<file path="src/rtl/codec_capture.sv">
// rtl/codec_capture.sv - ac97 record-sample capture FIFO with valid/ready output and overflow reporting.
// Optional: CODEC_CAPTURE_OVERFLOW_COUNT_EN implements the saturating overflow_count (tied to 0 otherwise).
module codec_capture #(
  parameter int DEPTH = 4,
  parameter int WIDTH = 16
) (
  input  logic                     clk,
  input  logic                     reset,
  input  logic                     new_frame,
  input  logic [WIDTH-1:0]         codec_sample_in,
  output logic [WIDTH-1:0]         sample_out,
  output logic                     sample_valid,
  input  logic                     sample_ready,
  output logic [$clog2(DEPTH):0]   fifo_count,
  input  logic                     clear_overflow,
  output logic                     overflow,
  output logic [15:0]              overflow_count
);

  localparam int AW = $clog2(DEPTH);
  localparam int CW = AW + 1;

  logic [WIDTH-1:0] mem [DEPTH];
  logic [WIDTH-1:0] last_q;
  logic [AW-1:0]    wr_ptr, rd_ptr;
  logic [CW-1:0]    count_q;
  logic             prev_new_frame;
  logic             overflow_q;
  logic             capture, pop, full, push, drop;

  assign capture = new_frame & ~prev_new_frame;
  assign full    = (count_q == CW'(DEPTH));
  assign pop     = sample_valid & sample_ready;
  // A pop frees the slot the incoming sample needs, so a full FIFO still accepts it.
  assign push    = capture & (~full | pop);
  assign drop    = capture & full & ~pop;

  assign sample_valid = (count_q != '0);
  assign sample_out   = sample_valid ? mem[rd_ptr] : last_q;
  assign fifo_count   = count_q;
  assign overflow     = overflow_q;

  always_ff @(posedge clk) begin
    if (reset) begin
      prev_new_frame <= 1'b1;
      wr_ptr         <= '0;
      rd_ptr         <= '0;
      count_q        <= '0;
      last_q         <= '0;
      overflow_q     <= 1'b0;
    end else begin
      prev_new_frame <= new_frame;
      if (push) begin
        mem[wr_ptr] <= codec_sample_in;
        wr_ptr      <= wr_ptr + 1'b1;
      end
      if (pop) begin
        last_q <= mem[rd_ptr];
        rd_ptr <= rd_ptr + 1'b1;
      end
      case ({push, pop})
        2'b10:   count_q <= count_q + 1'b1;
        2'b01:   count_q <= count_q - 1'b1;
        default: count_q <= count_q;
      endcase
      if (drop)
        overflow_q <= 1'b1;
      else if (clear_overflow)
        overflow_q <= 1'b0;
    end
  end

`ifdef CODEC_CAPTURE_OVERFLOW_COUNT_EN
  logic [15:0] ovf_cnt_q;

  // A drop in the same cycle as a clear restarts the count at one.
  always_ff @(posedge clk) begin
    if (reset)
      ovf_cnt_q <= '0;
    else if (drop)
      ovf_cnt_q <= clear_overflow ? 16'd1 :
                   (ovf_cnt_q == 16'hFFFF) ? 16'hFFFF : ovf_cnt_q + 16'd1;
    else if (clear_overflow)
      ovf_cnt_q <= '0;
  end

  assign overflow_count = ovf_cnt_q;
`else
  assign overflow_count = 16'h0000;
`endif

endmodule

</file>
<file path="config.mk">
export PLATFORM = sky130hd
export DESIGN_NAME = codec_capture
export DESIGN_NICKNAME = d
export VERILOG_FILES = /design/src/rtl/codec_capture.sv
export SDC_FILE = /design/constraint.sdc
export NUM_CORES = 1
export LEC_CHECK = 0
export ABC_AREA = 1
export BUFFER_PORTS_ARGS = -buffer_cell sky130_fd_sc_hd__clkbuf_2
export CORE_MARGIN = 3
export CORE_UTILIZATION = 43
export CTS_CLUSTER_SIZE = 25
export DETAILED_ROUTE_END_ITERATION = 16
export PLACE_DENSITY = 0.7
export SLEW_MARGIN = 40
export SYNTH_ARGS = -nofsm -noshare
export SYNTH_HDL_FRONTEND = slang
export SYNTH_SLANG_ARGS = --single-unit
</file>
<file path="constraint.sdc">
create_clock -name clk -period 1.9 [get_ports clk]
set_input_delay 0.19 -clock clk [delete_from_list [all_inputs] [get_ports clk]]
set_output_delay 0.19 -clock clk [all_outputs]
set_load 0.01 [all_outputs]
</file>
# After elaboration in Yosys (flattened, before gate mapping)
# Memory sizes are Yosys's and may differ from the RTL's. A register that Yosys moved wholly into a read port is not among the register bits.
# Cells that the tools add are included.
# W data, S select, Z words.
[totals]
register_bits = 25
mem_bits_rw = 64
in_bits = 21
output_inout_bits = 37
word_cells = 35
mem_count = 1
[classes]
addsub = 4
eq_ne = 3
muxes = 9
bitwise = 9
n_reduce_logical = 3
[mem_list]
columns = ["memory", "depth", "width", "rd", "rd_clocked_by_memory_dff", "wr", "line", "rtl"]
rows = [
  ["mem", 4, 16, 1, 1, 1, "23", "logic [WIDTH-1:0] mem [DEPTH];"],
]
[ops]
columns = ["cell", "n"]
rows = [
  ["$mux W16", 1],
  ["$pmux W3 S2", 1],
  ["$and A1 B1 Y1", 5],
  ["$mux W1", 5],
  ["$add A2 B1 Y2 const B", 2],
  ["$mux W2", 2],
  ["$reduce_bool A2 Y1", 2],
  ["$add A3 B1 Y3 const B", 1],
  ["$eq A3 B3 Y1 const B", 1],
  ["$not A1 Y1", 3],
  ["$reduce_bool A3 Y1", 1],
  ["$sub A3 B1 Y3 const B", 1],
  ["$eq A2 B1 Y1 const B", 1],
  ["$eq A2 B2 Y1 const B", 1],
  ["$or A1 B1 Y1", 1],
]

# Logic depth before layout (Yosys ltp)
# Gate-level depths: netlist of the first run.
[depth]
ltp_word = 7
mapped_depth = 11
ltp_nobuf = 11

# Least setup slack after synthesis of the first run
# OpenSTA, ideal clock, no wires.
[synth_timing]
path_type = "reg-to-reg"
startpoint = "register count_q[0] (netlist: fifo_count[0])"
endpoint = "memory mem[0][0], enable pin"
setup_time_ns = 0.389
t_arrival_ns = 1.437
t_required_ns = 1.511
slack_ns = 0.074
stages_incl_launch_ff = 5
path_buffers = 0
period_less_slack_ns = 1.826
cell_sequence = "dfxtp_1 > nor2_4 > nand3_1 > nand3_1 > nor2_1"
[synth_via]
elab_chain_cells = 7
word_cells_on_any_way = 9
classes_between = "eq/ne (1); mux (3); bitwise (4); reduce/logical (1)"
[synth_rtl]
columns = ["element", "line", "rtl"]
rows = [
  ["start, declared", "26", "logic [CW-1:0] count_q;"],
  ["start signal, assigned", "62", "2'b10: count_q <= count_q + 1'b1;"],
  ["start signal, assigned", "63", "2'b01: count_q <= count_q - 1'b1;"],
  ["start signal, assigned", "64", "default: count_q <= count_q;"],
  ["$reduce_bool A3 Y1 / $eq A3 B3 Y1 (equally long branches)", "38, 32", ""],
  ["$and A1 B1 Y1 / $not A1 Y1 (equally long branches)", "33, 35", ""],
  ["$or A1 B1 Y1 *", "35", "assign push = capture & (~full | pop);"],
  ["$and A1 B1 Y1 *", "35", ""],
  ["$mux W1 *", "53", "if (push) begin"],
  ["$mux W1 *", "44", "if (reset) begin"],
  ["$mux W1 (implied by the code) *", "54", "mem[wr_ptr] <= codec_sample_in;"],
  ["end, declared", "23", ""],
]
# Every way passes the cells marked *; elsewhere a longest branch is shown, timed or not.

==> results of run 1 <==
[per-stage QoR]
step | cells | total power, W | util | setup slack [ns] | instance area [um2]
after floorplan | 353 | 0.00337 | - | 0.0740 | 3860
after global placement | 479 | 0.00375 | 0.484 | 0.346 | 4080
after detailed placement | 479 | 0.00379 | 0.484 | 0.249 | 4080
after CTS | 496 | 0.00508 | 0.509 | 0.00318 | 4290
after global routing | 504 | 0.00545 | 0.520 | 0.000331 | 4380
final | 504 | 0.00516 | 0.520 | 0.0939 | 4380
[state kept, by name (all words and copies together), names as in the netlist, named ones only]
register        flops
mem                64
last_q             16
wr_ptr              2
rd_ptr              2
overflow            1
fifo_count          3
prev_new_frame      1
[layout make-up]
type / instances / area share
inverter: 21 / 0.0203
clock buffer: 10 / 0.0292
sequential: 91 / 0.564
clock inverter: 6 / 0.0152
multi-input combinational: 209 / 0.250
timing repair buffer: 62 / 0.0909
tap: 105 / 0.0300
[what timing repair did]
item / CTS / global route
cloned: 0 / 0
resized for setup: 3 / 10
hold endpoints to repair: 1 / 0
hold buffers: 1 / 0
endpoints found under the setup margin: 8 / 16
pin swaps: 0 / 2
setup buffers: 0 / 8
[cell families (layout without fill, tap and decap cells)]
group,count (synthesis),in the layout,share of synthesized area
other,1,16,0.000985
flip-flops,91,91,0.647
buffers and inverters,53,99,0.0802
AO/OA/AOI/OAI,103,103,0.151
adder cells (fa/ha/maj),5,5,0.0184
AND/OR/NAND/NOR,85,85,0.102
[worst max path at each step]
stage / slack [ns] / depth (start not counted) / start / endpoint
floorplan: 0.07 / 4 / fifo_count[0] / mem[0][0]
global placement: 0.35 / 10 / fifo_count[2] / fifo_count[2]
detailed placement: 0.25 / 10 / fifo_count[2] / fifo_count[2]
CTS: 0.003 / 5 / flop / sample_out[7]
global route: 0.0003 / 7 / fifo_count[1] / sample_out[6]
finish: 0.09 / 6 / flop / sample_out[7]
[power groups by stage]
| stage | logic (W) | registers (W) | clock network (W) |
|---|---|---|---|
| 5_1_grt | 0.00169 | 0.00236 | 0.00141 |
| 6_report | 0.00154 | 0.00234 | 0.00129 |
| 4_1_cts | 0.00143 | 0.00233 | 0.00131 |
| 3_3_place_gp | 0.00138 | 0.00237 | 0 |
| 2_1_floorplan | 0.000998 | 0.00237 | 0 |
| 3_5_place_dp | 0.00141 | 0.00238 | 0 |
[placed cells by master, fill, tap and decap left out, drive strengths merged]
cell / Yosys / final
o21ai: 67 / 67
edfxtp: 64 / 64
clkbuf: 3 / 51
nor2: 45 / 45
dfxtp: 27 / 27
nand2: 27 / 27
inv: 21 / 21
a21oi: 20 / 20
buf: 29 / 20
o22a: 16 / 16
conb: 1 / 16
nand3: 6 / 6
ha: 4 / 4
nand4: 3 / 3
clkinvlp: 0 / 3
clkinv: 0 / 2
or2: 2 / 2
and3: 1 / 1
and2: 1 / 1
fa: 1 / 1
bufinv: 0 / 1
dlygate4sd3: 0 / 1
[layer usage]
metal  vias to the layer above  part of all wire
li1                       1267                 -
met1                      1212              0.46
met2                        94              0.45
met3                        10             0.077
met4                         0             0.014
met5                         -                 0
==> impl_metrics.ini, run 1 <==
[logic_synthesis]
synth_cell_types = 28
synth_commonest_cells = 64 x edfxtp_1, 39 x nor2_1, 37 x o21ai_1
synth_warnings = 0
synth_edf_count = 64
ys_seq_elements = 91
synthTopCellsByArea = edfxtp_1 50%, dfxtp_1 14%, o21ai_1 4.9%
async_flop_share = 0
synth_top_area_share = 0.505
synth.avg_cell_area_um2 = 11.3
synth-main-ff-cell = edfxtp_1
yosysSeqAreaShare = 0.647
netlist_instances = 338
syn_area_um2 = 3810
yosysTopAreaCell = edfxtp_1
synth_most_common_cell = edfxtp_1

[power_and_ir_drop]
power_leakage_nw = 1.68
peakVddDrop_mv = 0.446
seqPwrFrac = 0.453
p_per_area_nw_per_um2 = 1180
combPwrFrac = 0.297
swShare = 0.326
intPower_w = 0.00348
switchingPower_w = 0.00168
clkPwrFrac = 0.249

[floorplanning]
core_area_um2 = 8420
die-height_um = 100
rows = 33
dieArea_um2 = 10000
initial_core_util = 0.452
die_w_um = 100
io_pins = 58

[placed_design]
dp_hpwl_um = 4920
place.port_buffers = 41
gp_congestion = 0.823

[worst_setup_path]
rrSetupSlack_ns = 0.20
critPathSlowestCell = dfxtp_4
crit_family = compound AO/OA/AOI/OAI gates
r2r_cells = 10
max_stage_delay_ns = 0.38
crit_fanout = 18
crit_chain = clkinv_4, buf_12, o21ai_0, o22a_1, o21ai_1, clkbuf_2
cp.arrival_ns = 1.62
critPathKind = reg2out
critPathCaptureType = output port
critPathRequiredTime_ns = 1.71
crit_buf_inv = 3
crit_path_start_kind = flop
r2r-start = fifo_count[2]
timing.rr.end = fifo_count[2]

[clocking]
clk_pin_slew_ns = 0.09
insertion_delay_ns = 0.36
clock-sinks = 91
cts_made_buffers = 9
htree_num_levels = 3
cts_root_buf = clkbuf_8
tritoncts = yes
cts_buffer_depth = 2

[global_routing]
met1_usage = 0.215
grt_max_degree = 34
grt_pass1_vias = 2301
grt_antenna_before_repair = 0
grt_busiest_layer = met2
grtUsageTotal = 0.154
grt.overflow.total = 0
met2_usage = 0.230
grt_pass1_wl_um = 11600
grt_use_met3 = 0.0396

[drt]
drc = 0
routed_wl_um = 7510
ant_nets = 0
dr.pass1.iters = 4
routed_via_density = 5.13
drtIter0Drc = 151
num_vias = 2583
wire_per_inst_um = 14.9

[sta]
finalHoldViolCount = 0
finalCritPeriodShare = 0.951
rsz0062_at_grt = no
final_max_slew_viol_count = 0
setup_viol = 0
finalClockSkew_ns = 0.0159
timing.fmax_ghz = 0.554
final.setup.tns_ns = 0
period_needed_ns = 1.81
timing.hold.ws_ns = 0.0298

[finish]
register_area_um2 = 2470
n_antenna_cell = 0
multi_input_area_um2 = 1090
area_growth_pct = 15.0
nets = 420
drive_gt1_frac = 0.233
fill_cells = 725

[hold_path]
hold_start = new_frame
holdPathEnd = prev_new_frame
min_path_cells = 2
hold_class = in2reg

[outcome]
status = complete, no violations

[job]
cap_violations = 0
Note: power is estimated with default switching activity, not from simulation.
==> run 2: changes to the inputs <==
--- a/config.mk
+++ b/config.mk
@@ -12,6 +12,7 @@
 export CTS_CLUSTER_SIZE = 25
 export DETAILED_ROUTE_END_ITERATION = 16
 export PLACE_DENSITY = 0.7
+export REMOVE_ABC_BUFFERS = 1
 export SLEW_MARGIN = 40
 export SYNTH_ARGS = -nofsm -noshare
 export SYNTH_HDL_FRONTEND = slang
==> run 2 against run 1 <==
  * Cell count is 0.40% lower
  * Worst hold slack worse by 0.0087 ns
  * Via count is 2.4% lower
  * Wire length is 0.88% lower
  * Critical path depth stayed put
  * Non-clock buffer count is 2 lower
  * Die area stayed put
  * First-iteration DRC count is 5.3% lower
  * Global-route usage is 0.10 points lower
  * Utilization is 0.68 points lower
  * Clock power is 16% lower
  * Setup slack better by 0.014 ns
  * Critical endpoint is now sample_out[10]
  * Largest cell class unchanged
==> impl_metrics.ini, run 2 (synthesis results as in run 1) <==
[sta]
worst_slack_ns = 0.108
finalCritPeriodShare = 0.943
rsz0062_at_grt = yes
timing.fmax_ghz = 0.558
finalClockSkew_ns = 0.00594
finalHoldViolCount = 0
period_needed_ns = 1.79
final_max_slew_viol_count = 0
setup_viol = 0
timing.hold.ws_ns = 0.0211

[hold_path]
hold_class = in2reg

[drt]
drc = 0
num_vias = 2522
dr.pass1.iters = 4
routed_wl_um = 7450
ant_nets = 0
routed_via_density = 5.02
drtIter0Drc = 143
wire_per_inst_um = 14.8

[floorplanning]
io_pins = 58
core_area_um2 = 8420
initial_core_util = 0.452
dieArea_um2 = 10000
die-height_um = 100
die_w_um = 100
rows = 33

[placed_design]
placed_area_um2 = 4120
dp_hpwl_um = 4910
dp_cells = 485
gp_congestion = 0.768
place.port_buffers = 41
dp_slack_ns = 0.283

[finish]
regMostFlops = mem
drive_gt1_frac = 0.227
n_antenna_cell = 0
final_common_cell = edfxtp_1
final_util = 0.513
largest_register_ffs = 64
layout_common_cells = 64 x edfxtp_1, 41 x clkbuf_2, 39 x nor2_1
fin_area_um2 = 4320
fin_cells = 502
area_growth_pct = 13.5
nets = 418

[worst_setup_path]
max_stage_delay_ns = 0.38
crit_path_start_kind = flop
crit_fanout = 16
critPathCaptureType = output port
cp.arrival_ns = 1.60
critPathKind = reg2out
critPathSlowestCell = dfxtp_2
critPathRequiredTime_ns = 1.71
crit_chain = inv_2, buf_6, o21ai_0, o22a_1, o21ai_1, clkbuf_2

[global_routing]
grtUsageTotal = 0.153
grt.overflow.total = 0
grt_pass1_vias = 2369
grt_pass1_wl_um = 11600
grt_antenna_before_repair = 0
grt_max_degree = 34

[clocking]
cts_root_buf = clkbuf_8
clock-sinks = 91
htree_num_levels = 3
cts_buffer_depth = 2
insertion_delay_ns = 0.35
tritoncts = yes
cts_setup_buffers = 0
cts_made_buffers = 9
clk_pin_slew_ns = 0.08

[job]
cap_violations = 0

[power_and_ir_drop]
peakVddDrop_mv = 0.561
power_leakage_nw = 1.65
p_per_area_nw_per_um2 = 1150

[outcome]
status = complete, no violations
## run 2: cell type report
class                           instances  area, um2
Clock buffer                           13        139
Clock inverter                          3       15.0
Sequential cell                        91       2470
Timing Repair Buffer                   60        385
Fill cell                             752       4100
Tap cell                              105        131
Multi-Input combinational cell        209       1090
Inverter                               21       86.3
## run 2: worst paths after layout
kind | startpoint | end | slack, ns | cells past startpoint
hold / removal | reset | overflow | 0.02 | 2
setup reg to reg | fifo_count[2] | fifo_count[2] | 0.31 | 10
hold reg to reg | overflow | overflow | 0.48 | 2
setup / recovery | flop | sample_out[10] | 0.11 | 6
## run 2: power by group
part / internal, W / switching [W] / total [W]
sequential: 0.00226 / 0.0000878 / 0.00235
combinational: 0.000611 / 0.000922 / 0.00153
clock: 0.000469 / 0.000610 / 0.00108
## run 2: stage by stage
stage	setup TNS (ns)	total power (W)
final	0	0.00496
after global routing	-0.00731	0.00527
after CTS	0	0.00489
after detailed placement	0	0.00382
after global placement	0	0.00379
after floorplan	0	0.00324
## run 2: per-layer routing
metal / track usage / part of all wire / routed length (um)
met5: 0 / 0 / 0
met4: 0.0528 / 0.014 / 106
met3: 0.0438 / 0.051 / 377
met2: 0.260 / 0.50 / 3690
met1: 0.186 / 0.44 / 3270
## run 2: critical path, delay by kind of cell, from the launching register on
kind | cells | cell delay (ns)
compound gates | 3 | 0.46
buf+inv | 3 | 0.41
flops | 1 | 0.38
## run 2: timing repair
action	CTS	global route
endpoints found under the hold margin	0	0
endpoints found under the setup margin	10	2
resized for setup	1	7
cloned	0	1
hold buffers	0	0
==> run 3: changes to the inputs <==
--- a/config.mk
+++ b/config.mk
@@ -9,6 +9,7 @@
 export BUFFER_PORTS_ARGS = -buffer_cell sky130_fd_sc_hd__clkbuf_2
 export CORE_MARGIN = 3
 export CORE_UTILIZATION = 43
+export CTS_CLUSTER_DIAMETER = 80
 export CTS_CLUSTER_SIZE = 25
 export DETAILED_ROUTE_END_ITERATION = 16
 export PLACE_DENSITY = 0.7
==> constraint.sdc (replaced) <==
create_clock -name clk -period 1.9 [get_ports clk]
set_input_delay 0.19 -clock clk [delete_from_list [all_inputs] [get_ports clk]]
set_output_delay 0.19 -clock clk [all_outputs]
set_load 0.1 [all_outputs]
==> run 3 against run 2 <==
  * Global-route usage rose by 0.91 points
  * Setup slack got worse by 0.059 ns
  * Clock skew barely moved
  * Combinational power rose to 2.7 times the previous value
  * Largest cell class unchanged
==> impl_metrics.ini, run 3 (synthesis results as in run 1) <==
[floorplanning]
initial_core_util = 0.452
dieArea_um2 = 10000
die_w_um = 100
core_area_um2 = 8420
io_pins = 58
die-height_um = 100
rows = 33

[clocking]
insertion_delay_ns = 0.35
cts_buffer_depth = 2
hold_buffers = 0
cts_made_buffers = 9
tritoncts = yes
cts_root_buf = clkbuf_8
htree_num_levels = 3
clk_pin_slew_ns = 0.08
clock-sinks = 91

[drt]
dr.pass1.iters = 5
routed_wl_um = 7730
wire_per_inst_um = 15.4
routed_via_density = 5.18
drtIter0Drc = 122
drc = 0
num_vias = 2607
ant_nets = 0

[outcome]
status = complete, no violations

[sta]
period_needed_ns = 1.85
relSlewSlack = 0.638
tightestPinTransition_ns = 0.545
finalCritPeriodShare = 0.974
rsz0062_at_grt = yes
finalHoldViolCount = 0
final_max_slew_viol_count = 0
timing.fmax_ghz = 0.540
setup_viol = 0
finalClockSkew_ns = 0.00574
final.setup.tns_ns = 0

[finish]
regMostFlops = mem
n_antenna_cell = 0
fin_area_um2 = 4720
layout_common_cells = 64 x edfxtp_1, 39 x nor2_1, 29 x o21ai_0
largest_register_ffs = 64
fin_cells = 503
area_growth_pct = 24.0
final_util = 0.560
drive_gt1_frac = 0.281
final_common_cell = edfxtp_1
nets = 420

[global_routing]
grt_pass1_vias = 2484
grt_pass1_wl_um = 12600
grt_antenna_before_repair = 0
grt.overflow.total = 0
grt_max_degree = 34
grtUsageTotal = 0.162

[worst_setup_path]
crit_chain = inv_2, nand2_4, clkinvlp_4, buf_16, o21ai_2, buf_12
critPathKind = reg2out
critPathRequiredTime_ns = 1.71
rrSetupSlack_ns = 0.27
r2r-start = fifo_count[2]
r2r_cells = 10
crit_fanout = 16
max_stage_delay_ns = 0.37
timing.rr.end = fifo_count[2]
crit_path_start_kind = flop
cp.arrival_ns = 1.66
critPathCaptureType = output port
critPathSlowestCell = dfxtp_2

[power_and_ir_drop]
seqPwrFrac = 0.307
peakVddDrop_mv = 0.804
intPower_w = 0.00422
p_per_area_nw_per_um2 = 1620
swShare = 0.449
clkPwrFrac = 0.163
power_leakage_nw = 1.80
total_power_w = 0.00766
switchingPower_w = 0.00344
combPwrFrac = 0.530

[placed_design]
dp_cells = 481
place.port_buffers = 41
placed_area_um2 = 4350
dp_hpwl_um = 4830
gp_congestion = 0.774

[hold_path]
min_path_cells = 2
holdPathEnd = overflow
hold_class = in2reg
hold_start = reset

[job]
cap_violations = 0
==> run 3: cell type report <==
cell class | count | area (um2)
Timing Repair Buffer | 62 | 681
Sequential cell | 91 | 2470
Tap cell | 105 | 131
Clock inverter | 3 | 40.0
Clock buffer | 12 | 145
Multi-Input combinational cell | 209 | 1150
Inverter | 21 | 97.6
Fill cell | 702 | 3700
==> run 3: how the worst max path moves through the flow <==
stage | slack [ns] | cells past startpoint | from | endpoint
finish | 0.05 | 6 | fifo_count[2] | sample_out[5]
detailed placement | 0.26 | 10 | fifo_count[2] | fifo_count[2]
CTS | -0.03 | 5 | flop | sample_out[2]
floorplan | -1.60 | 4 | fifo_count[2] | sample_out[0]
global route | -0.03 | 6 | fifo_count[2] | sample_out[5]
global placement | 0.32 | 10 | fifo_count[2] | fifo_count[2]
==> run 3: through the flow <==
stage	worst slack, ns	hold slack [ns]
after global routing	-0.0343	0.0231
final	0.0491	0.0215
after floorplan	-1.60	0.259
after CTS	-0.0266	0.0130
after detailed placement	0.255	0.390
after global placement	0.319	0.378
==> run 3: metal layers <==
layer | global-route usage | vias up | wire length (um)
li1 | - | 1268 | -
met1 | 0.212 | 1234 | 3190
met2 | 0.268 | 94 | 3890
met3 | 0.0250 | 11 | 511
met4 | 0.0684 | 0 | 142
met5 | 0 | - | 0
==> run 3: repair_timing <==
| action | CTS | global route |
|---|---|---|
| pin swaps | 0 | 2 |
| cloned | 1 | 1 |
| endpoints found under the setup margin | 16 | 15 |
| setup buffers | 0 | 5 |
| endpoints found under the hold margin | 0 | 0 |
| resized for setup | 23 | 11 |
==> run 3: critical path, delay by kind of cell, from the launching register on <==
| family | cells | cell delay [ns] |
|---|---|---|
| and+or+nand+nor | 1 | 0.10 |
| buffers and inverters | 4 | 0.64 |
| DFF | 1 | 0.37 |
| AOI/OAI and AO/OA | 1 | 0.20 |
==> run 3: power by group through the flow <==
| stage | logic, W | registers [W] | clock network (W) |
|---|---|---|---|
| 6_report | 0.00406 | 0.00235 | 0.00125 |
| 5_1_grt | 0.00425 | 0.00237 | 0.00135 |
| 4_1_cts | 0.00399 | 0.00234 | 0.00127 |
| 3_5_place_dp | 0.00373 | 0.00238 | 0 |
| 3_3_place_gp | 0.00369 | 0.00237 | 0 |
| 2_1_floorplan | 0.00233 | 0.00252 | 0 |
